### src/rtl/inst_fetch_if.sv
`default_nettype none
// ============================================================================
// Module      : inst_fetch_if
// Description : Instruction-fetch front end. Issues one request at a time on
//               a req/addr_ok/data_ok memory port, buffers the returned word
//               for IF/ID, stalls the PC until delivery, and discards returns
//               that belong to flushed or reset-abandoned fetches.
// Revision    : 1.0 - initial release
// ============================================================================
module inst_fetch_if #(
    parameter logic [31:0] BOOT_ADDR = 32'hbfc00000
) (
    input  logic        clk,
    input  logic        rst,
    input  logic [31:0] pc_i,
    input  logic [5:0]  stall,
    input  logic        flush,
    output logic        inst_req,
    output logic [31:0] inst_addr,
    input  logic        inst_addr_ok,
    input  logic [31:0] inst_rdata,
    input  logic        inst_data_ok,
    output logic        stallreq_o,
    output logic [31:0] inst_o,
    output logic [31:0] inst_pc_o,
    output logic        inst_valid_o,
    output logic        inst_adel_o
);

    typedef enum logic [1:0] {
        S_REQ       = 2'd0,
        S_WAIT_DATA = 2'd1,
        S_HOLD      = 2'd2,
        S_DISCARD   = 2'd3
    } state_t;

    state_t      r_state;
    logic        r_pending;
    logic [31:0] r_inst;
    logic [31:0] r_pc;
    logic        r_valid;
    logic        r_adel;

    logic        w_aligned;
    logic        w_accept;
    logic        w_unused_stall;

    // Only the decode-stage bit of the stall vector matters here.
    assign w_unused_stall = ^{stall[5:2], stall[0]};

    assign w_aligned = (pc_i[1:0] == 2'b00);

    // A new request is only issued once the memory owes us nothing, so a
    // stale return can never be mistaken for the answer to a fresh request.
    assign inst_req  = !rst && (r_state == S_REQ) && !r_pending && w_aligned;
    assign inst_addr = pc_i;
    assign w_accept  = inst_req && inst_addr_ok;

    // The PC may only advance on the delivery edge, i.e. while in HOLD.
    assign stallreq_o = (r_state != S_HOLD);

    assign inst_o       = r_inst;
    assign inst_pc_o    = r_pc;
    assign inst_valid_o = r_valid;
    assign inst_adel_o  = r_adel;

    // Outstanding-return tracker; deliberately not reset so that a return
    // owed across a reset is still absorbed instead of being taken as data.
    always_ff @(posedge clk) begin
        r_pending <= (r_pending && !inst_data_ok) || w_accept;
    end

    // Fetch state machine with registered instruction buffer outputs.
    always_ff @(posedge clk) begin
        if (rst) begin
            r_state <= S_REQ;
            r_inst  <= 32'h0;
            r_pc    <= BOOT_ADDR;
            r_valid <= 1'b0;
            r_adel  <= 1'b0;
        end else begin
            case (r_state)
                S_REQ: begin
                    // A flushed request may still be accepted this cycle;
                    // the pending bit then holds REQ off until its return.
                    if (flush) begin
                        r_state <= S_REQ;
                    end else if (!r_pending) begin
                        if (!w_aligned) begin
                            r_state <= S_HOLD;
                            r_inst  <= 32'h0;
                            r_pc    <= pc_i;
                            r_adel  <= 1'b1;
                            r_valid <= 1'b1;
                        end else if (inst_addr_ok) begin
                            r_pc    <= pc_i;
                            r_state <= S_WAIT_DATA;
                        end
                    end
                end
                S_WAIT_DATA: begin
                    if (flush) begin
                        r_state <= inst_data_ok ? S_REQ : S_DISCARD;
                    end else if (inst_data_ok) begin
                        r_inst  <= inst_rdata;
                        r_adel  <= 1'b0;
                        r_valid <= 1'b1;
                        r_state <= S_HOLD;
                    end
                end
                S_HOLD: begin
                    if (flush || !stall[1]) begin
                        r_valid <= 1'b0;
                        r_state <= S_REQ;
                    end
                end
                S_DISCARD: begin
                    if (inst_data_ok) begin
                        r_state <= S_REQ;
                    end
                end
                default: begin
                    r_valid <= 1'b0;
                    r_state <= S_REQ;
                end
            endcase
        end
    end

endmodule
`default_nettype wire

### config.mk
export PLATFORM = sky130hd
export DESIGN_NAME = inst_fetch_if
export DESIGN_NICKNAME = d
export VERILOG_FILES = /design/src/rtl/inst_fetch_if.sv
export SDC_FILE = /design/constraint.sdc
export NUM_CORES = 1
export LEC_CHECK = 0
export ABC_AREA = 1
export CAP_MARGIN = 25
export CORE_MARGIN = 4
export CORE_UTILIZATION = 40
export CTS_BUF_LIST = sky130_fd_sc_hd__clkbuf_2
export DETAILED_ROUTE_END_ITERATION = 6
export DONT_BUFFER_PORTS = 1
export RECOVER_POWER = 100
export SYNTH_ARGS = -nofsm -noshare
export SYNTH_HDL_FRONTEND = slang
export SYNTH_SLANG_ARGS = --single-unit
export TNS_END_PERCENT = 1
### constraint.sdc
create_clock -name clk -period 1.4 [get_ports clk]
set_clock_uncertainty 0.05 [all_clocks]
set_input_delay 0.21 -clock clk [delete_from_list [all_inputs] [get_ports clk]]
set_output_delay 0.21 -clock clk [all_outputs]
set_load 0.03 [all_outputs]
==> impl_results.md, run 1 <==
* Clk sinks at 69
* CP Max Fanout at 2
* Vias in the first global route at 2532
* Routed vias/inst at 4.98
* Post-synth ARST share at 0%
* Ports at 175
* GRT Total Usage at 17.6%
* Synthesized instance count at 378
* Initial core utilization at 41.0%
* YS warnings at 0
* Nets at approximately 500
* Pwr/cell area at approximately 1200 mW/mm²
* Final worst path period share at 120%
* TritonCTS Buffers at 9
* Root Buffer: clkbuf_2
* Failing checks: setup timing
* Global route total overflow at 0
* Most frequent cells after synthesis: dfxtp_1 (69), nand2_1 (67), nor2_1 (58)
* Post-route ant nets at 0
* Kind of critical path: register to output port
* CP Capture Type: output port
* Max_cap viols at 0
* Slew @ Worst Pin at 0.847 ns
* Routability cong. at between 0.8 and 0.9
* Die Width at between 90 and 100 µm
* TritonRoute pass-1 iters at 4
* Slew margin rel. at 43.4%
* P_leak at 1.49 nW
* Largest net degree at the start of global routing at 37
* Detailed-route DRC error count at 0
* Arrival @ worst endpoint at between 1 and 1.5 ns
* Post-synthesis net count at ~450
* Min-Delay Path Class: primary input to register
* Maximum operating frequency at roughly 600 MHz
* Netlist cell types at 25
* Yosys top cell area share at 46.7%
* Crit path time final at 1.68 ns
* CTS tree: built
* DP HPWL at approximately 4.7 mm
* PortBufs at 0
* First DRT Iteration DRCs at 140
* Final Max Slew Viols at 0
* Core Rows at 31
* RSZ-0062 raised after global routing: true
* CP startpoint kind: register
* Die Footprint at 0.00884 mm²
* Ys flop type: dfxtp_1
* Final worst slack at -0.280 ns
* Area of the mapped netlist at 0.00296 mm²
* Worst vdd ir at approximately 0.00056 V
* Top post-synthesis cells by area: dfxtp_1 (47%), nand2_1 (8.5%), buf_4 (8.1%), nor2_1 (7.4%), nand3_1 (6.8%)
* Run status: finished with violations
* Routed wire length at 7.99 mm
* Critical Path RT at 1.14 ns
* Most numerous cell in the Yosys netlist: dfxtp_1
* Core area at 0.00721 mm²
* Ant diodes at 0
* Share of cells above drive strength 1 at 16.7%
* Seq/Total Area, Yosys at 46.7%
* Syn_area_per_cell at 7.83 µm²
* Power Total at 4.67 mW
* Final setup fails at 53
* Hold Violations, Final at 0
* Worst-Skew Late Latency at roughly 0.48 ns
* WL per Instance at 15.1 µm
* Chip height at 94.0 µm
* Sum Neg Setup Slack at -3.32 ns
* Clk slew on worst S/H paths at 0.19 ns
* H-tree levels at 3
* Yosys reg bits at 69
* CTS Buffer Depth at 2
* Fin util at 53.6%
* Initial antenna violation count at 0
* Number of enable flip-flop cells after synthesis at 0
* First-pass GRT wire length at 12.3 mm
* Area leader, netlist: dfxtp_1
* Syn-to-layout area delta at 30.6%
* Vias at 2640
[cells in the final DEF (no fill, tap or decap)]
cell type,synthesis,routed
buf_12,0,6
dfxtp_4,0,2
dfxtp_1,69,63
o21ai_1,1,8
clkbuf_2,1,9
buf_4,32,11
o21ai_4,0,1
nand4_1,1,1
nand2_2,3,1
inv_1,10,8
dlygate4sd3_1,0,70
inv_4,0,2
nor3_4,0,1
nand2_1,67,66
nand2_8,0,1
nor2_1,58,56
inv_2,1,1
nand4_4,0,1
bufinv_16,0,1
o21ai_0,25,17
a21oi_1,35,28
clkinv_2,0,2
nor2_2,0,1
clkinvlp_4,0,3
nor2_4,2,3
nand3_1,40,40
nor2_8,1,1
buf_6,6,4
nand3_2,6,6
dfxtp_2,0,4
clkinv_1,0,1
nand2_4,2,4
nand3b_1,1,1
a21oi_2,0,7
[stage by stage]
step | setup WS (ns) | instance area [µm²] | hold WS (ns) | instances
global route | -0.402 | 3870 | 0.0483 | 530
floorplan | 0.0744 | 2970 | 0.272 | 378
finish | -0.280 | 3870 | 0.0597 | 530
CTS | -0.320 | 3710 | -0.147 | 523
global placement | 0.0169 | 2860 | 0.232 | 438
detailed placement | -0.0328 | 2860 | 0.235 | 438
[registers in the layout, summed over array words and instances, names as in the netlist]
| register | cells |
|---|---|
| inst_adel_o | 1 |
| inst_o | 32 |
| inst_pc_o | 32 |
| inst_valid_o | 1 |
| r_pending | 1 |
| r_state | 2 |
[cell type report]
cell class,instances,area (µm²)
Inverter,11,46.3
Tap cell,99,124
Timing Repair Buffer,91,948
Fill cell,641,3350
Multi-Input combinational cell,244,1240
Clock inverter,7,66.3
Clock buffer,9,45.0
Sequential cell,69,1390
[metal layers]
metal / vias to the layer above / wire length, µm / GRT usage [%]
met5: - / 0 / 0
li1: 1295 / - / -
met1: 1218 / 3090 / 19.7
met2: 111 / 4080 / 30.7
met3: 16 / 672 / 6.09
met4: 0 / 144 / 6.02
[critical path, cell delays in order (launching register included)]
cell	delay, ns
dfxtp_4	0.39
nor2_4	0.12
nand2_2	0.08
nor3_4	0.19
buf_6	0.16
[path summary, 6_finish.rpt]
kind / start / to / slack [ns] / cells past startpoint
worst max-delay path: r_state[1] / inst_req / -0.28 / 4
worst min-delay path: flush / r_state[1] / 0.06 / 7
worst max register to register: r_state[1] / inst_o[10] / -0.11 / 9
worst min register to register: inst_o[27] / inst_o[27] / 0.52 / 2
[where the power goes]
group | total (mW) | switching (mW) | leakage (nW) | internal (mW)
logic | 1.01 | 0.551 | 0.860 | 0.464
clock network | 1.12 | 0.718 | 0.0613 | 0.398
registers | 2.54 | 0.410 | 0.567 | 2.13
[logic make-up after synthesis]
group	synth area share [%]
AO/OA/AOI/OAI	10.3
buffers and inverters	14.5
flip-flops	46.7
AND/OR/NAND/NOR	28.5
[timing repair]
item                                    in CTS  in global routing
endpoints found under the setup margin      34                 73
resized for setup                           10                 33
endpoints found under the hold margin       69                 34
hold buffers                                68                  4
buffers inserted                             1                  3
pin swaps                                    4                 13
(Power assumes the default switching activity.)
==> inputs of run 2 (changes only) <==
--- a/config.mk
+++ b/config.mk
@@ -7,11 +7,12 @@
 export LEC_CHECK = 0
 export ABC_AREA = 1
 export CAP_MARGIN = 25
-export CORE_MARGIN = 4
+export CORE_MARGIN = 2
 export CORE_UTILIZATION = 40
 export CTS_BUF_LIST = sky130_fd_sc_hd__clkbuf_2
 export DETAILED_ROUTE_END_ITERATION = 6
 export DONT_BUFFER_PORTS = 1
+export GPL_TIMING_DRIVEN = 0
 export RECOVER_POWER = 100
 export SYNTH_ARGS = -nofsm -noshare
 export SYNTH_HDL_FRONTEND = slang
==> run 2 against run 1 <==
Compared with the run above: the flow still finishes with violations (setup timing); critical path type unchanged; via count increased by 3.6%; worst setup slack got worse by 0.043 ns; die area down 8.3%; register-to-register slack better by 0.03 ns; combinational power grew 9%; routed wire length rose by 2.0%; worst hold slack got worse by 0.0056 ns; maximum frequency is 2.5% lower.
==> impl_results.md, run 2 (same netlist as run 1, synthesis figures left out) <==
* Final setup fails at 32 (was 53)
* Worst vdd ir at 0.000576 V (was 0.000556 V)
* First DRT Iteration DRCs at 71 (was 140)
* Final Max Slew Viols at 0 (unchanged)
* Slew @ Worst Pin at 0.489 ns (was 0.847 ns)
* Share of cells above drive strength 1 at 15.5% (was 16.7%)
* WHS Path Cells at 5 (was 7)
* Final worst path period share at 123% (was 120%)
* Clk slew on worst S/H paths at 0.21 ns (was 0.19 ns)
* First-pass GRT wire length at 13.3 mm (was 12.3 mm)
* TritonRoute pass-1 iters at 6 (was 4)
* WL per Instance at 14.4 µm (was 15.1 µm)
* TritonCTS Buffers at 9 (unchanged)
* Vias in the first global route at 2852 (was 2532)
* Hold Violations, Final at 0 (unchanged)
* Reg-to-reg endpoint: inst_o[1] (was inst_o[10])
* Logic pwr share at 22.1% (was 21.7%)
* Filler Cell Count at 713 (was 641)
* CP Max Fanout at 5 (was 2)
* PortBufs at 0 (unchanged)
* Crit path from: r_state[1] (unchanged)
* Most frequent cells in the layout: dlygate4sd3_1 (68), nand2_1 (66), nor2_1 (56) (was dlygate4sd3_1 (70), nand2_1 (66), dfxtp_1 (63))
* Final worst slack at -0.322 ns (was -0.280 ns)
* Clk network pwr share at 26.6% (was 23.9%)
* Arrival @ worst endpoint at 1.46 ns (was 1.42 ns)
* Slew margin rel. at 67.4% (was 43.4%)
* Routability cong. at 0.890 (was 0.831)
* Int Pwr at 3.18 mW (was 2.99 mW)
* Global route total overflow at 0 (unchanged)
* Switching Share at 35.9% (was 36.0%)
* Vias at 2736 (was 2640)
* DP HPWL at 5.24 mm (was 4.71 mm)
* Core area at 0.00721 mm² (unchanged)
* Routed wire length at 8.15 mm (was 7.99 mm)
* Nets at 536 (was 501)
* Min-Delay Path Class: primary input to register (unchanged)
* CTS tree: built (unchanged)
* HP Start: flush (unchanged)
* GRT Total Usage at 20.0% (was 17.6%)
* Crit path time final at 1.72 ns (was 1.68 ns)
* Die Footprint at 0.00811 mm² (was 0.00884 mm²)
* Most common cell after layout, fill and taps aside: dlygate4sd3_1 (unchanged)
* Critical Path RT at 1.14 ns (about the same)
* Largest net degree at the start of global routing at 13 (was 37)
* CP startpoint kind: register (unchanged)
* Register share of total power at 51.3% (was 54.4%)
* Detailed-route DRC error count at 0 (unchanged)
* Max_cap viols at 0 (unchanged)
* Non-filler cells, final at 565 (was 530)
* Hold endpoint: r_state[0] (was r_state[1])
* Ports at 175 (unchanged)
* Failing checks: setup timing (unchanged)
* RSZ-0062 raised after global routing: true (unchanged)
* Reg2reg path depth at 9 (unchanged)
* Core Rows at 31 (unchanged)
* CTS Buffer Depth at 2 (unchanged)
* Clk sinks at 69 (unchanged)
* H-tree levels at 3 (unchanged)
* Kind of critical path: register to output port (unchanged)
* Routed vias/inst at 4.84 (was 4.98)
* P_leak at 1.52 nW (was 1.49 nW)
* R2R Path Start: r_state[1] (unchanged)
* Post-placement cell count at 477 (was 438)
* Die Width at 90.0 µm (was 94.0 µm)
* P_sw at 1.78 mW (was 1.68 mW)
* Ant diodes at 0 (unchanged)
* Initial core utilization at 41.0% (unchanged)
* Sequential Area at 0.00141 mm² (was 0.00139 mm²)
* Maximum operating frequency at 581 MHz (was 595 MHz)
* Sum Neg Setup Slack at -1.91 ns (was -3.32 ns)
* CP Capture Type: output port (unchanged)
* R2r setup slk at -0.08 ns (was -0.11 ns)
* Multi-input gate area at 0.00120 mm² (was 0.00124 mm²)
* Worst-Skew Late Latency at 0.49 ns (was 0.48 ns)
* Syn-to-layout area delta at 32.6% (was 30.6%)
* Post-route ant nets at 0 (unchanged)
* Chip height at 90.0 µm (was 94.0 µm)
* Root Buffer: clkbuf_2 (unchanged)
* Initial antenna violation count at 0 (unchanged)
* Pwr/cell area at 1270 mW/mm² (was 1210 mW/mm²)
* Run status: finished with violations (unchanged)
[run 2: stage by stage]
stage	hold slack [ns]	instance area, µm²	worst slack (ns)	power, mW	util, %
2_1_floorplan	0.272	2970	0.0744	3.30	-
3_3_place_gp	0.274	3090	-0.115	3.45	42.8
3_5_place_dp	0.280	3090	-0.123	3.47	42.8
4_1_cts	0.00631	4010	-0.435	5.03	55.6
5_1_grt	0.0742	3930	-0.422	5.24	54.4
6_report	0.0541	3930	-0.322	4.97	54.4
[run 2: power by group through the flow]
stage | Clock, mW | Sequential, mW | Combinational (mW)
floorplan | 0 | 2.55 | 0.748
global placement | 0 | 2.58 | 0.870
detailed placement | 0 | 2.59 | 0.883
CTS | 1.37 | 2.54 | 1.12
global route | 1.46 | 2.57 | 1.21
finish | 1.32 | 2.55 | 1.10
[run 2: layout make-up]
type,instances,area share (%)
sequential,69,35.8
timing repair buffer,72,18.1
multi-input combinational,244,30.5
clock buffer,10,1.27
clock inverter,6,2.23
inverter,11,1.12
tap,99,3.15
buffer,54,7.81
[run 2: how the worst max path moves through the flow]
stage,end,slack (ns),depth (start not counted)
floorplan,r_pending,0.07,5
global placement,r_pending,-0.11,5
detailed placement,r_pending,-0.12,5
CTS,inst_req,-0.43,3
global route,inst_req,-0.42,3
finish,inst_req,-0.32,3
[run 2: timing repair]
item / in CTS / in global routing
gates resized for setup: 25 / 23
pin swaps: 2 / 4
endpoints found under the setup margin: 65 / 84
hold endpoints to repair: 69 / 0
setup buffers: 3 / 1
hold buffers: 68 / 0
[run 2: routing by layer]
metal	vias to the layer above	part of all wire, %	track usage, %
met2	119	50	35.2
met3	12	8.5	6.37
met4	0	1.5	8.59
li1	1359	-	-
met5	-	0	0
met1	1246	40	22.0
[run 2: critical path, stage by stage, from the launching register on]
cell     delay (ns)
dfxtp_4        0.41
nor2_4         0.11
nand2_2        0.08
nor3_4         0.38
